===== src/rtl/conv_out_writer_if.sv =====
// Stream-in / SRAM-write-out bundle for conv_out_writer.
// Master drives the two row streams and observes the SRAM write port.
// Slave is the writer itself.
interface conv_out_writer_if #(
   parameter int unsigned DATA_W = 25,
   parameter int unsigned ADDR_W = 16
) ();
   logic [DATA_W-1:0] in0;
   logic              in0_valid;
   logic [DATA_W-1:0] in1;
   logic              in1_valid;
   logic              mem_we;
   logic [ADDR_W-1:0] mem_addr;
   logic [31:0]       mem_wdata;

   modport master (
      output in0, in0_valid, in1, in1_valid,
      input  mem_we, mem_addr, mem_wdata
   );

   modport slave (
      input  in0, in0_valid, in1, in1_valid,
      output mem_we, mem_addr, mem_wdata
   );
endinterface


===== src/rtl/conv_out_writer.sv =====
// conv_out_writer: per pixel, bias-add, optional ReLU, rounding shift and int8 saturation on two
// row lanes. Packs 4 pixels per word per row. Words go through a small queue to a single
// SRAM write port.
module conv_out_writer #(
   parameter int unsigned DATA_W = 25,
   parameter int unsigned ADDR_W = 16,
   parameter int unsigned QDEPTH = 4
) (
   input  logic              clk,
   input  logic              rst_n,
   input  logic              cfg_start,
   input  logic [ADDR_W-1:0] cfg_base_addr,
   input  logic [7:0]        cfg_width,
   input  logic [7:0]        cfg_rows,
   input  logic [3:0]        cfg_shift,
   input  logic              cfg_relu_en,
   input  logic [15:0]       cfg_bias,
   conv_out_writer_if.slave  bus,
   output logic              busy,
   output logic              done,
   output logic              err
);

   localparam int unsigned SUM_W = 26;
   localparam int unsigned PW    = $clog2(QDEPTH);
   localparam int unsigned CW    = PW + 1;
   localparam logic signed [SUM_W:0] QMAX = 127;
   localparam logic signed [SUM_W:0] QMIN = -128;

   typedef enum logic [1:0] {StIdle, StRun, StDrain, StDone} state_e;

   state_e                  state_q;
   logic [7:0]              width_q, rows_q;
   logic [3:0]              shift_q;
   logic                    relu_q;
   logic [15:0]             bias_q;
   logic [6:0]              wpr_q;
   logic [7:0]              col_q, row_pair_q;
   logic [8:0]              rows_done_q;
   logic [ADDR_W-1:0]       row_base_q;

   logic                    run, take0, take1, lone1;
   logic signed [SUM_W-1:0] bias_ext, sum0, sum1;
   logic [1:0]              s1_valid_q, s2_valid_q;
   logic signed [SUM_W-1:0] s1_sum0_q, s1_sum1_q;
   logic [7:0]              s2_byte0_q, s2_byte1_q;

   logic                    px, last_col, cpl, lane1_ok;
   logic [31:0]             word0, word1, pack0_q, pack1_q;
   logic [ADDR_W-1:0]       col_addr, addr0, addr1;
   logic                    push0_q, push1_q;
   logic [31:0]             word0_q, word1_q;
   logic [ADDR_W-1:0]       addr0_q, addr1_q;

   logic [ADDR_W-1:0]       q_addr [QDEPTH];
   logic [31:0]             q_data [QDEPTH];
   logic [PW-1:0]           wr_ptr_q, rd_ptr_q;
   logic [CW-1:0]           count_q, space;
   logic                    pop, acc0, acc1, ovf;
   logic                    start, err_set, pipe_idle;

   // Round-half-up arithmetic shift followed by int8 saturation.
   function automatic logic [7:0] quant(input logic signed [SUM_W-1:0] sum,
                                        input logic [3:0] sh);
      logic signed [SUM_W:0] rnd;
      logic signed [SUM_W:0] v;
      rnd = '0;
      if (sh != 4'd0) rnd[sh - 4'd1] = 1'b1;
      v = ((SUM_W+1)'(sum) + rnd) >>> sh;
      if (v > QMAX) return 8'h7f;
      if (v < QMIN) return 8'h80;
      return v[7:0];
   endfunction

   // Input acceptance and bias/ReLU stage.
   always_comb begin
      run      = state_q == StRun;
      take0    = run && bus.in0_valid;
      take1    = take0 && bus.in1_valid;
      lone1    = run && bus.in1_valid && !bus.in0_valid;
      bias_ext = SUM_W'(signed'(bias_q));
      sum0     = SUM_W'(signed'(bus.in0)) + bias_ext;
      sum1     = SUM_W'(signed'(bus.in1)) + bias_ext;
      if (relu_q && sum0[SUM_W-1]) sum0 = '0;
      if (relu_q && sum1[SUM_W-1]) sum1 = '0;
   end

   // S1 and S2 pipeline registers.
   always_ff @(posedge clk or negedge rst_n) begin
      if (!rst_n) begin
         s1_valid_q <= '0;
         s1_sum0_q  <= '0;
         s1_sum1_q  <= '0;
         s2_valid_q <= '0;
         s2_byte0_q <= '0;
         s2_byte1_q <= '0;
      end else begin
         s1_valid_q <= {take1, take0};
         if (take0) s1_sum0_q <= sum0;
         if (take1) s1_sum1_q <= sum1;
         s2_valid_q <= s1_valid_q;
         if (s1_valid_q[0]) s2_byte0_q <= quant(s1_sum0_q, shift_q);
         if (s1_valid_q[1]) s2_byte1_q <= quant(s1_sum1_q, shift_q);
      end
   end

   // S3: place the byte into its lane word and decide whether the word is complete.
   always_comb begin
      px       = s2_valid_q[0];
      last_col = col_q == (width_q - 8'd1);
      cpl      = px && ((col_q[1:0] == 2'd3) || last_col);
      // The odd row of this pass must exist in the tile.
      lane1_ok = {row_pair_q, 1'b1} < {1'b0, rows_q};
      word0    = pack0_q | ({24'd0, s2_byte0_q} << {col_q[1:0], 3'b000});
      word1    = pack1_q | ({24'd0, s2_byte1_q} << {col_q[1:0], 3'b000});
      col_addr = ADDR_W'(col_q[7:2]);
      addr0    = row_base_q + col_addr;
      addr1    = row_base_q + ADDR_W'(wpr_q) + col_addr;
      start    = (state_q == StIdle) && cfg_start;
   end

   // Lane packers and the enqueue register stage.
   always_ff @(posedge clk or negedge rst_n) begin
      if (!rst_n) begin
         pack0_q <= '0;
         pack1_q <= '0;
         push0_q <= 1'b0;
         push1_q <= 1'b0;
         word0_q <= '0;
         word1_q <= '0;
         addr0_q <= '0;
         addr1_q <= '0;
      end else begin
         push0_q <= cpl;
         push1_q <= cpl && s2_valid_q[1] && lane1_ok;
         if (cpl) begin
            word0_q <= word0;
            word1_q <= word1;
            addr0_q <= addr0;
            addr1_q <= addr1;
         end
         if (px) pack0_q <= cpl ? '0 : word0;
         if (s2_valid_q[1]) pack1_q <= cpl ? '0 : word1;
         if (start) begin
            pack0_q <= '0;
            pack1_q <= '0;
         end
      end
   end

   // Queue admission: lane0 claims space first; pop frees one slot this cycle.
   always_comb begin
      pop   = count_q != '0;
      space = CW'(QDEPTH) - count_q + CW'(pop);
      acc0  = push0_q && (space != '0);
      acc1  = push1_q && (space > (acc0 ? CW'(1) : CW'(0)));
      ovf   = (push0_q && !acc0) || (push1_q && !acc1);
      err_set   = lone1 || ovf || (cpl && s2_valid_q[1] && !lane1_ok);
      pipe_idle = (s1_valid_q == 2'b00) && (s2_valid_q == 2'b00) && !push0_q && !push1_q;
   end

   // Write queue storage and pointers.
   always_ff @(posedge clk or negedge rst_n) begin
      if (!rst_n) begin
         for (int i = 0; i < QDEPTH; i++) begin
            q_addr[i] <= '0;
            q_data[i] <= '0;
         end
         wr_ptr_q <= '0;
         rd_ptr_q <= '0;
         count_q  <= '0;
      end else begin
         if (acc0) begin
            q_addr[wr_ptr_q] <= addr0_q;
            q_data[wr_ptr_q] <= word0_q;
         end
         if (acc1) begin
            q_addr[wr_ptr_q + PW'(acc0)] <= addr1_q;
            q_data[wr_ptr_q + PW'(acc0)] <= word1_q;
         end
         wr_ptr_q <= wr_ptr_q + PW'(acc0) + PW'(acc1);
         if (pop) rd_ptr_q <= rd_ptr_q + PW'(1);
         count_q <= count_q + CW'(acc0) + CW'(acc1) - CW'(pop);
      end
   end

   // Registered SRAM write port, draining one queue entry per cycle.
   always_ff @(posedge clk or negedge rst_n) begin
      if (!rst_n) begin
         bus.mem_we    <= 1'b0;
         bus.mem_addr  <= '0;
         bus.mem_wdata <= '0;
      end else begin
         bus.mem_we <= pop;
         if (pop) begin
            bus.mem_addr  <= q_addr[rd_ptr_q];
            bus.mem_wdata <= q_data[rd_ptr_q];
         end
      end
   end

   // Control FSM, tile counters, config latch and status outputs.
   always_ff @(posedge clk or negedge rst_n) begin
      if (!rst_n) begin
         state_q     <= StIdle;
         width_q     <= '0;
         rows_q      <= '0;
         shift_q     <= '0;
         relu_q      <= 1'b0;
         bias_q      <= '0;
         wpr_q       <= '0;
         col_q       <= '0;
         row_pair_q  <= '0;
         rows_done_q <= '0;
         row_base_q  <= '0;
         busy        <= 1'b0;
         done        <= 1'b0;
         err         <= 1'b0;
      end else begin
         if (err_set) err <= 1'b1;
         if (px) begin
            if (last_col) begin
               col_q       <= '0;
               row_pair_q  <= row_pair_q + 8'd1;
               rows_done_q <= rows_done_q + (s2_valid_q[1] ? 9'd2 : 9'd1);
               row_base_q  <= row_base_q + ADDR_W'({wpr_q, 1'b0});
            end else begin
               col_q <= col_q + 8'd1;
            end
         end
         unique case (state_q)
            StIdle: begin
               if (cfg_start) begin
                  width_q     <= cfg_width;
                  rows_q      <= cfg_rows;
                  shift_q     <= cfg_shift;
                  relu_q      <= cfg_relu_en;
                  bias_q      <= cfg_bias;
                  wpr_q       <= 7'(({1'b0, cfg_width} + 9'd3) >> 2);
                  row_base_q  <= cfg_base_addr;
                  col_q       <= '0;
                  row_pair_q  <= '0;
                  rows_done_q <= '0;
                  err         <= 1'b0;
                  busy        <= 1'b1;
                  state_q     <= StRun;
               end
            end
            StRun: begin
               if (rows_done_q >= {1'b0, rows_q}) state_q <= StDrain;
            end
            StDrain: begin
               if ((count_q == '0) && pipe_idle) begin
                  state_q <= StDone;
                  done    <= 1'b1;
               end
            end
            StDone: begin
               state_q <= StIdle;
               done    <= 1'b0;
               busy    <= 1'b0;
            end
            default: state_q <= StIdle;
         endcase
      end
   end

endmodule

===== src/flat_wrapper.sv =====
// flat-port wrapper written by rule: the top's interface ports become plain ports
module conv_out_writer_flat 
#(
   parameter int unsigned DATA_W = 25,
   parameter int unsigned ADDR_W = 16,
   parameter int unsigned QDEPTH = 4
)
  (clk, rst_n, cfg_start, cfg_base_addr, cfg_width, cfg_rows, cfg_shift, cfg_relu_en, cfg_bias, busy, done, err, bus_in0, bus_in0_valid, bus_in1, bus_in1_valid, bus_mem_we, bus_mem_addr, bus_mem_wdata);
  conv_out_writer_if #(.DATA_W(DATA_W), .ADDR_W(ADDR_W)) bus_i ();
  input  logic clk;
  input  logic rst_n;
  input  logic cfg_start;
  input  logic [ADDR_W-1:0] cfg_base_addr;
  input  logic [7:0] cfg_width;
  input  logic [7:0] cfg_rows;
  input  logic [3:0] cfg_shift;
  input  logic cfg_relu_en;
  input  logic [15:0] cfg_bias;
  output logic busy;
  output logic done;
  output logic err;
  input wire logic [$bits(bus_i.in0)-1:0] bus_in0;
  input wire logic [$bits(bus_i.in0_valid)-1:0] bus_in0_valid;
  input wire logic [$bits(bus_i.in1)-1:0] bus_in1;
  input wire logic [$bits(bus_i.in1_valid)-1:0] bus_in1_valid;
  output wire logic [$bits(bus_i.mem_we)-1:0] bus_mem_we;
  output wire logic [$bits(bus_i.mem_addr)-1:0] bus_mem_addr;
  output wire logic [$bits(bus_i.mem_wdata)-1:0] bus_mem_wdata;
  assign bus_i.in0 = bus_in0;
  assign bus_i.in0_valid = bus_in0_valid;
  assign bus_i.in1 = bus_in1;
  assign bus_i.in1_valid = bus_in1_valid;
  assign bus_mem_we = bus_i.mem_we;
  assign bus_mem_addr = bus_i.mem_addr;
  assign bus_mem_wdata = bus_i.mem_wdata;
  conv_out_writer #(.DATA_W(DATA_W), .ADDR_W(ADDR_W), .QDEPTH(QDEPTH)) u_core (.clk(clk), .rst_n(rst_n), .cfg_start(cfg_start), .cfg_base_addr(cfg_base_addr), .cfg_width(cfg_width), .cfg_rows(cfg_rows), .cfg_shift(cfg_shift), .cfg_relu_en(cfg_relu_en), .cfg_bias(cfg_bias), .bus(bus_i), .busy(busy), .done(done), .err(err));
endmodule

===== config.mk =====
export PLATFORM = sky130hd
export DESIGN_NAME = conv_out_writer_flat
export DESIGN_NICKNAME = d
export VERILOG_FILES = /design/src/rtl/conv_out_writer_if.sv /design/src/rtl/conv_out_writer.sv /design/src/flat_wrapper.sv
export SDC_FILE = /design/constraint.sdc
export NUM_CORES = 2
export LEC_CHECK = 0
export ABC_CLOCK_PERIOD_IN_PS = 9940
export CAP_MARGIN = 0
export CORE_UTILIZATION = 50
export DETAILED_ROUTE_END_ITERATION = 7
export PLACE_DENSITY = 0.73
export SYNTH_ARGS = -nofsm -noshare
export SYNTH_HDL_FRONTEND = slang
export SYNTH_SLANG_ARGS = --single-unit

===== constraint.sdc =====
create_clock -name clk -period 9.94 [get_ports clk]
set_clock_uncertainty 0.2 [all_clocks]
set_input_delay 0.994 -clock clk [delete_from_list [all_inputs] [get_ports clk]]
set_output_delay 0.994 -clock clk [all_outputs]
set_load 0.03 [all_outputs]

Word-level counts from Yosys, hierarchy flattened
Index checks and enable logic that the tools add are counted.
{"block": "word_totals", "reg_bits": 572, "in_bits": 108, "output_inout_bits": 52, "wordCells": 224}
{"block": "op_classes", "add_sub_neg": 22, "order_cmp": 14, "n_eq_ne": 8, "shift": 4, "mux": 82, "bitwise_logic": 5, "reduce_logical": 47}
{"operator": "$mux W32", "count": 10}
{"operator": "$bwmux W128", "count": 2}
{"operator": "$mux W128", "count": 2}
{"operator": "$mux W16", "count": 9}
{"operator": "$bwmux W64", "count": 2}
{"operator": "$demux W32 S2", "count": 2}
{"operator": "$mux W64", "count": 2}
{"operator": "$mux W8", "count": 16}
{"operator": "$bmux W32 S2", "count": 1}
{"operator": "$demux W16 S2", "count": 2}
{"operator": "$or A32 B32 Y32", "count": 2}
{"operator": "$shl A8 B5 Y32", "count": 2}
{"operator": "$add A26 B27 Y27", "count": 2}
{"operator": "$gt A27 B8 Y1 const B", "count": 2}
{"operator": "$lt A27 B8 Y1 const B", "count": 2}
{"operator": "$mux W27", "count": 2}
{"operator": "$sshr A27 B4 Y27", "count": 2}
{"operator": "$add A25 B16 Y26", "count": 2}
{"operator": "$mux W26", "count": 2}
{"operator": "$mux W9", "count": 4}
{"operator": "$add A16 B6 Y16", "count": 2}
{"operator": "$bmux W16 S2", "count": 1}
{"operator": "$logic_and A1 B1 Y1", "count": 22}
{"operator": "$mux W1", "count": 17}
{"operator": "other kinds (38)", "count": 70}

Logic depth before layout (Yosys ltp)
{"block": "depth", "ltp_word": 16, "mapped_depth": 21, "depth_no_buf": 17}

Worst setup path after synthesis
Ideal clock, no wire load.
{"block": "synth_path", "kind": "register to register", "start": "register u_core.shift_q[2]", "end": "register u_core.s2_byte1_q[0]", "setup_ns": 0.147, "arrival_ns": 5.232, "required_ns": 9.593, "slack_ns": 4.361, "path_stages_with_launch": 20, "n_path_buf": 5, "period_less_slack_ns": 5.579, "cell_sequence": "dfrtp_1 buf_4 clkbuf_1 buf_1 buf_1 nand2_1 nor2_1 ha_1 clkbuf_1 a21oi_1 o21ai_0 or4_4 a31oi_4 xnor2_1 mux2_4 mux4_2 a211o_1 nand4b_4 o41ai_1 o221ai_1"}
{"block": "synth_via", "elab_chain_cells": 15, "word_cells_on_any_way": 21, "classes_between": "2 x add/sub; 4 x order compare; 1 x shift; 12 x mux; 2 x reduce/logical"}
{"element": "start, declared", "line_no": "conv_out_writer.sv:34", "source": "logic [3:0] shift_q;"}
{"element": "start signal, assigned", "line_no": "conv_out_writer.sv:236", "source": "shift_q <= cfg_shift;"}
{"element": "$sub A4 B1 Y4", "line_no": "conv_out_writer.sv:68", "source": "if (sh != 4'd0) rnd[sh - 4'd1] = 1'b1;"}
{"element": "$lt A4 B6 Y1 (implied by the code) or $ge A4 B1 Y1 (tied branches)", "line_no": "conv_out_writer.sv:68"}
{"element": "$logic_and A1 B1 Y1 (implied by the code)", "line_no": "conv_out_writer.sv:68"}
{"element": "$mux W1 (implied by the code)", "line_no": "conv_out_writer.sv:68"}
{"element": "$demux W1 S4"}
{"element": "$mux W16", "line_no": "conv_out_writer.sv:68"}
{"element": "$mux W27", "line_no": "conv_out_writer.sv:103", "source": "if (s1_valid_q[1]) s2_byte1_q <= quant(s1_sum1_q, shift_q);"}
{"element": "$add A26 B27 Y27", "line_no": "conv_out_writer.sv:69", "source": "v = ((SUM_W+1)'(sum) + rnd) >>> sh;"}
{"element": "$sshr A27 B4 Y27 *", "line_no": "conv_out_writer.sv:69"}
{"element": "$lt A27 B8 Y1", "line_no": "conv_out_writer.sv:71", "source": "if (v < QMIN) return 8'h80;"}
{"element": "$mux W1 (2 in series)", "line_no": "conv_out_writer.sv:71"}
{"element": "$mux W1", "line_no": "conv_out_writer.sv:103"}
{"element": "$mux W8", "line_no": "conv_out_writer.sv:72", "source": "return v[7:0];"}
{"element": "$mux W8 *", "line_no": "conv_out_writer.sv:71"}
{"element": "end signal, assigned", "line_no": "conv_out_writer.sv:103"}
{"element": "end, declared", "line_no": "conv_out_writer.sv:46", "source": "logic [7:0] s2_byte0_q, s2_byte1_q;"}
Mark *: on every way between the ends. The rest lies on a longest branch, timed or not. The select of a mux whose other input is x is not followed.
A chain may end at the register's enable or synchronous reset.

Worst setup path in the final report
{"block": "layout_path", "start": "register u_core.shift_q[0]", "end": "register u_core.s2_byte1_q[0]"}
The elaborated chain is that of the path after synthesis.

==> impl_metrics.toml <==
[run_status]
status = "complete, no violations"

[logic_synthesis]
synthAdderAreaFrac_pct = 5.30
synth_top_family_by_area = "compound AO/OA/AOI/OAI gates"
syn_avg_cell_area_um2 = 9.08
ys_seq_area_share_pct = 39.8
synth-simple-area-share_pct = 16.1
synth_area_mm2 = 0.0359
synthMuxAreaShare_pct = 11.3
synth_compound_area_share_pct = 19.6
synthCells = 3957
synth-main-ff-cell = "dfrtp_1"
synth.distinct_cells = 109
synthXorXnorAreaFrac_pct = 4.00
synth.largest_area_cell = "dfrtp_1"
synth.area.top_cells = "dfrtp_1 (40%), mux2i_1 (6.8%), a21oi_1 (5.6%)"
yosysWarnings = 0
synth_top_area_share_pct = 39.8
synthArstFlopShare_pct = 100
synth_edf_count = 0
synth-seq-cells = 572

[finish]
diodes = 0
fin_nets = 4194
final_area_mm2 = 0.0401
drive_above_1_share_pct = 7.43
stdcell_count = 4935
synthToLayoutAreaGrowth_pct = 11.5

[timing]
finalHoldViolCount = 0
finalCritPeriodShare_pct = 66.3
rsz0062_at_grt = "no"
fin_ws_ps = 3350
setup_viol = 0
setup_tns_ps = 0
drv_slew = 0
clock.fmax_ghz = 0.152
period_needed_ps = 6590
worstMarginPinSlew_ps = 1370
slew_headroom_pct = 7.50

[global_route]
grt.total_usage_pct = 27.4
grt_overflow = 0
grt_pass1_vias = 28700
grt_pass1_wl_mm = 162
grt_max_degree = 131
grt_antenna_before_repair = 4

[place]
io_buffers = 159
placed_cells = 4824
dpl.hpwl_mm = 69.1
gp_congestion = 0.981
dp_slack_ps = 3290
dpl_cell_area_mm2 = 0.0381

[worst_setup_path]
arrival_ps = 6870
crit_path_max_fanout = 56
required_ps = 10220
end_kind = "register"
worst-r2r-setup-slack_ps = 3350
crit_path_start_kind = "register"
critical_path_class = "register to register"

[drt]
ant_nets = 0
drt_iter0_markers = 2904
viasPerCell = 6.09
routed_wl_mm = 101
vias = 30000
route.detailed.drc = 0
wl_per_cell_um = 20.4
first_pass_iters = 7

[cts]
cts_buffer_depth = 3
clkSlewWorstSetupHoldPaths_ps = 60
cts_sinks = 572
cts_resized = 0
numCtsBuffers = 59
post_cts_buffers = 0
root_buffer = "clkbuf_16"
clock_latency_ps = 640
hold_buffers = 0
cts_tree = "done"
h-tree-depth = 2

[pwr]
power_mw = 11.4
p_per_area_mw_per_mm2 = 284
leakage_nw = 19.2
vdd_ir_drop_max_uv = 183

[floorplan]
fp.dieW_um = 270
start_util_pct = 51.0
core.rowCount = 97
io_pins = 160
core_area_mm2 = 0.0705
dieHeight_um = 270
dieArea_mm2 = 0.0729

[worst_hold_path]
hold_class = "input port to asynchronous set/reset pin"

[job]
max_cap_viol_count = 0
worst max-delay path, stage by stage, from the launching register on:
cell and delay (ps):
dfrtp_2 380, buf_4 310, inv_1 160, buf_4 540, nand2_1 500, nor2_1 340, ha_1 440, a21oi_1 120
o21ai_0 400, a211oi_1 130, or3_1 490, a21oi_1 330, or3b_2 180, nand4_1 180, mux4_2 540, a2111oi_2 210
o211ai_1 310, o41ai_1 440, o221ai_1 200
cells by family after synthesis:
kind of cell             Yosys count
AO/OA/AOI/OAI                   1100
AND/OR/NAND/NOR                 1294
multiplexers                     325
other                              1
XOR/XNOR                         164
flip-flops                       572
buffers and inverters            358
adder cells (fa/ha/maj)          143
path summary, 6_finish.rpt:
kind,start,to,depth (start not counted)
max in group asynchronous,rst_n,u_core.bias_q[15],3
min,rst_n,u_core.q_data[108],1
max,u_core.shift_q[0],u_core.s2_byte1_q[0],18
max reg2reg,u_core.shift_q[0],u_core.s2_byte1_q[0],18
min reg2reg,u_core.bus.mem_wdata[7],u_core.bus.mem_wdata[7],2
min in group clk,u_core.bus.mem_wdata[7],u_core.bus.mem_wdata[7],2
layout make-up:
type	instances	area, um2
Fill cell	6265	30500
Clock buffer	90	1720
Multi-Input combinational cell	3028	20300
Sequential cell	572	14300
Tap cell	940	1180
Inverter	81	304
Clock inverter	20	251
Timing Repair Buffer	204	1940
registers in the layout, indices dropped and copies added, names as in the netlist, 9 cells and up:
name and count:
u_core.bus.mem_addr 16, u_core.bus.mem_wdata 32, u_core.row_base_q 16, u_core.addr0_q 16
u_core.rows_done_q 9, u_core.addr1_q 16, u_core.q_data 128, u_core.s1_sum0_q 26
u_core.word0_q 32, u_core.pack0_q 32, u_core.bias_q 16, u_core.pack1_q 32
u_core.q_addr 64, u_core.word1_q 32, u_core.s1_sum1_q 26
report_power, final:
| group | switching (mW) | total (mW) | internal [mW] | leakage (nW) |
|---|---|---|---|---|
| clock network | 0.947 | 2.25 | 1.30 | 0.964 |
| registers | 0.843 | 3.70 | 2.85 | 7.70 |
| logic | 3.26 | 5.43 | 2.17 | 10.5 |
per-stage QoR:
step	utilization, %	hold slack, ps
after detailed placement	54.0	255
after global routing	56.8	241
final	56.8	187
after CTS	56.8	218
after global placement	54.0	248
after floorplan	-	193
cells in the mapped netlist (all sizes together), types with 7 or more instances:
cell / number
a2111oi: 8
a211o: 12
a211oi: 35
a21o: 56
a21oi: 408
a221oi: 10
a22o: 60
a31oi: 54
a32oi: 7
and2: 21
and3: 31
and4: 10
buf: 71
clkbuf: 206
dfrtp: 572
fa: 16
ha: 124
inv: 76
mux2: 18
mux2i: 244
mux4: 63
nand2: 529
nand2b: 26
nand3: 63
nand3b: 8
nand4: 21
nor2: 419
nor2b: 33
nor3: 50
nor4: 18
o2111ai: 11
o211a: 12
o211ai: 24
o21a: 18
o21ai: 226
o21bai: 10
o221ai: 19
o22ai: 7
o31ai: 36
o32ai: 12
o41ai: 11
or2: 15
or3: 20
xnor2: 97
xor2: 67
layout by cell type (no fill, tap or decap), types with 20 or more instances in the layout:
cell	count
and3_1	31
nand2b_1	26
clkdlybuf4s50_1	158
and2_1	20
nand4_1	21
ha_1	124
o211ai_1	23
o31ai_1	35
clkbuf_16	59
inv_1	76
nor2_1	419
dfrtp_1	567
a21oi_1	405
a31oi_1	52
mux2i_1	244
a21o_1	56
nor3_1	47
o21ai_0	218
nor2b_1	32
xnor2_1	97
xor2_1	67
nand2_1	525
a211oi_1	32
a22o_1	60
buf_4	43
nand3_1	60
mux4_2	63
metal layers:
metal  share of wire [%]  wire length [um]  track usage (%)
met1                  44             44600             38.8
met4                 3.3              3350             9.60
met5                   0                 0                0
met3                 7.5              7530             4.75
met2                  45             45300             42.4
No activity file was read; power rests on OpenSTA's default activity.
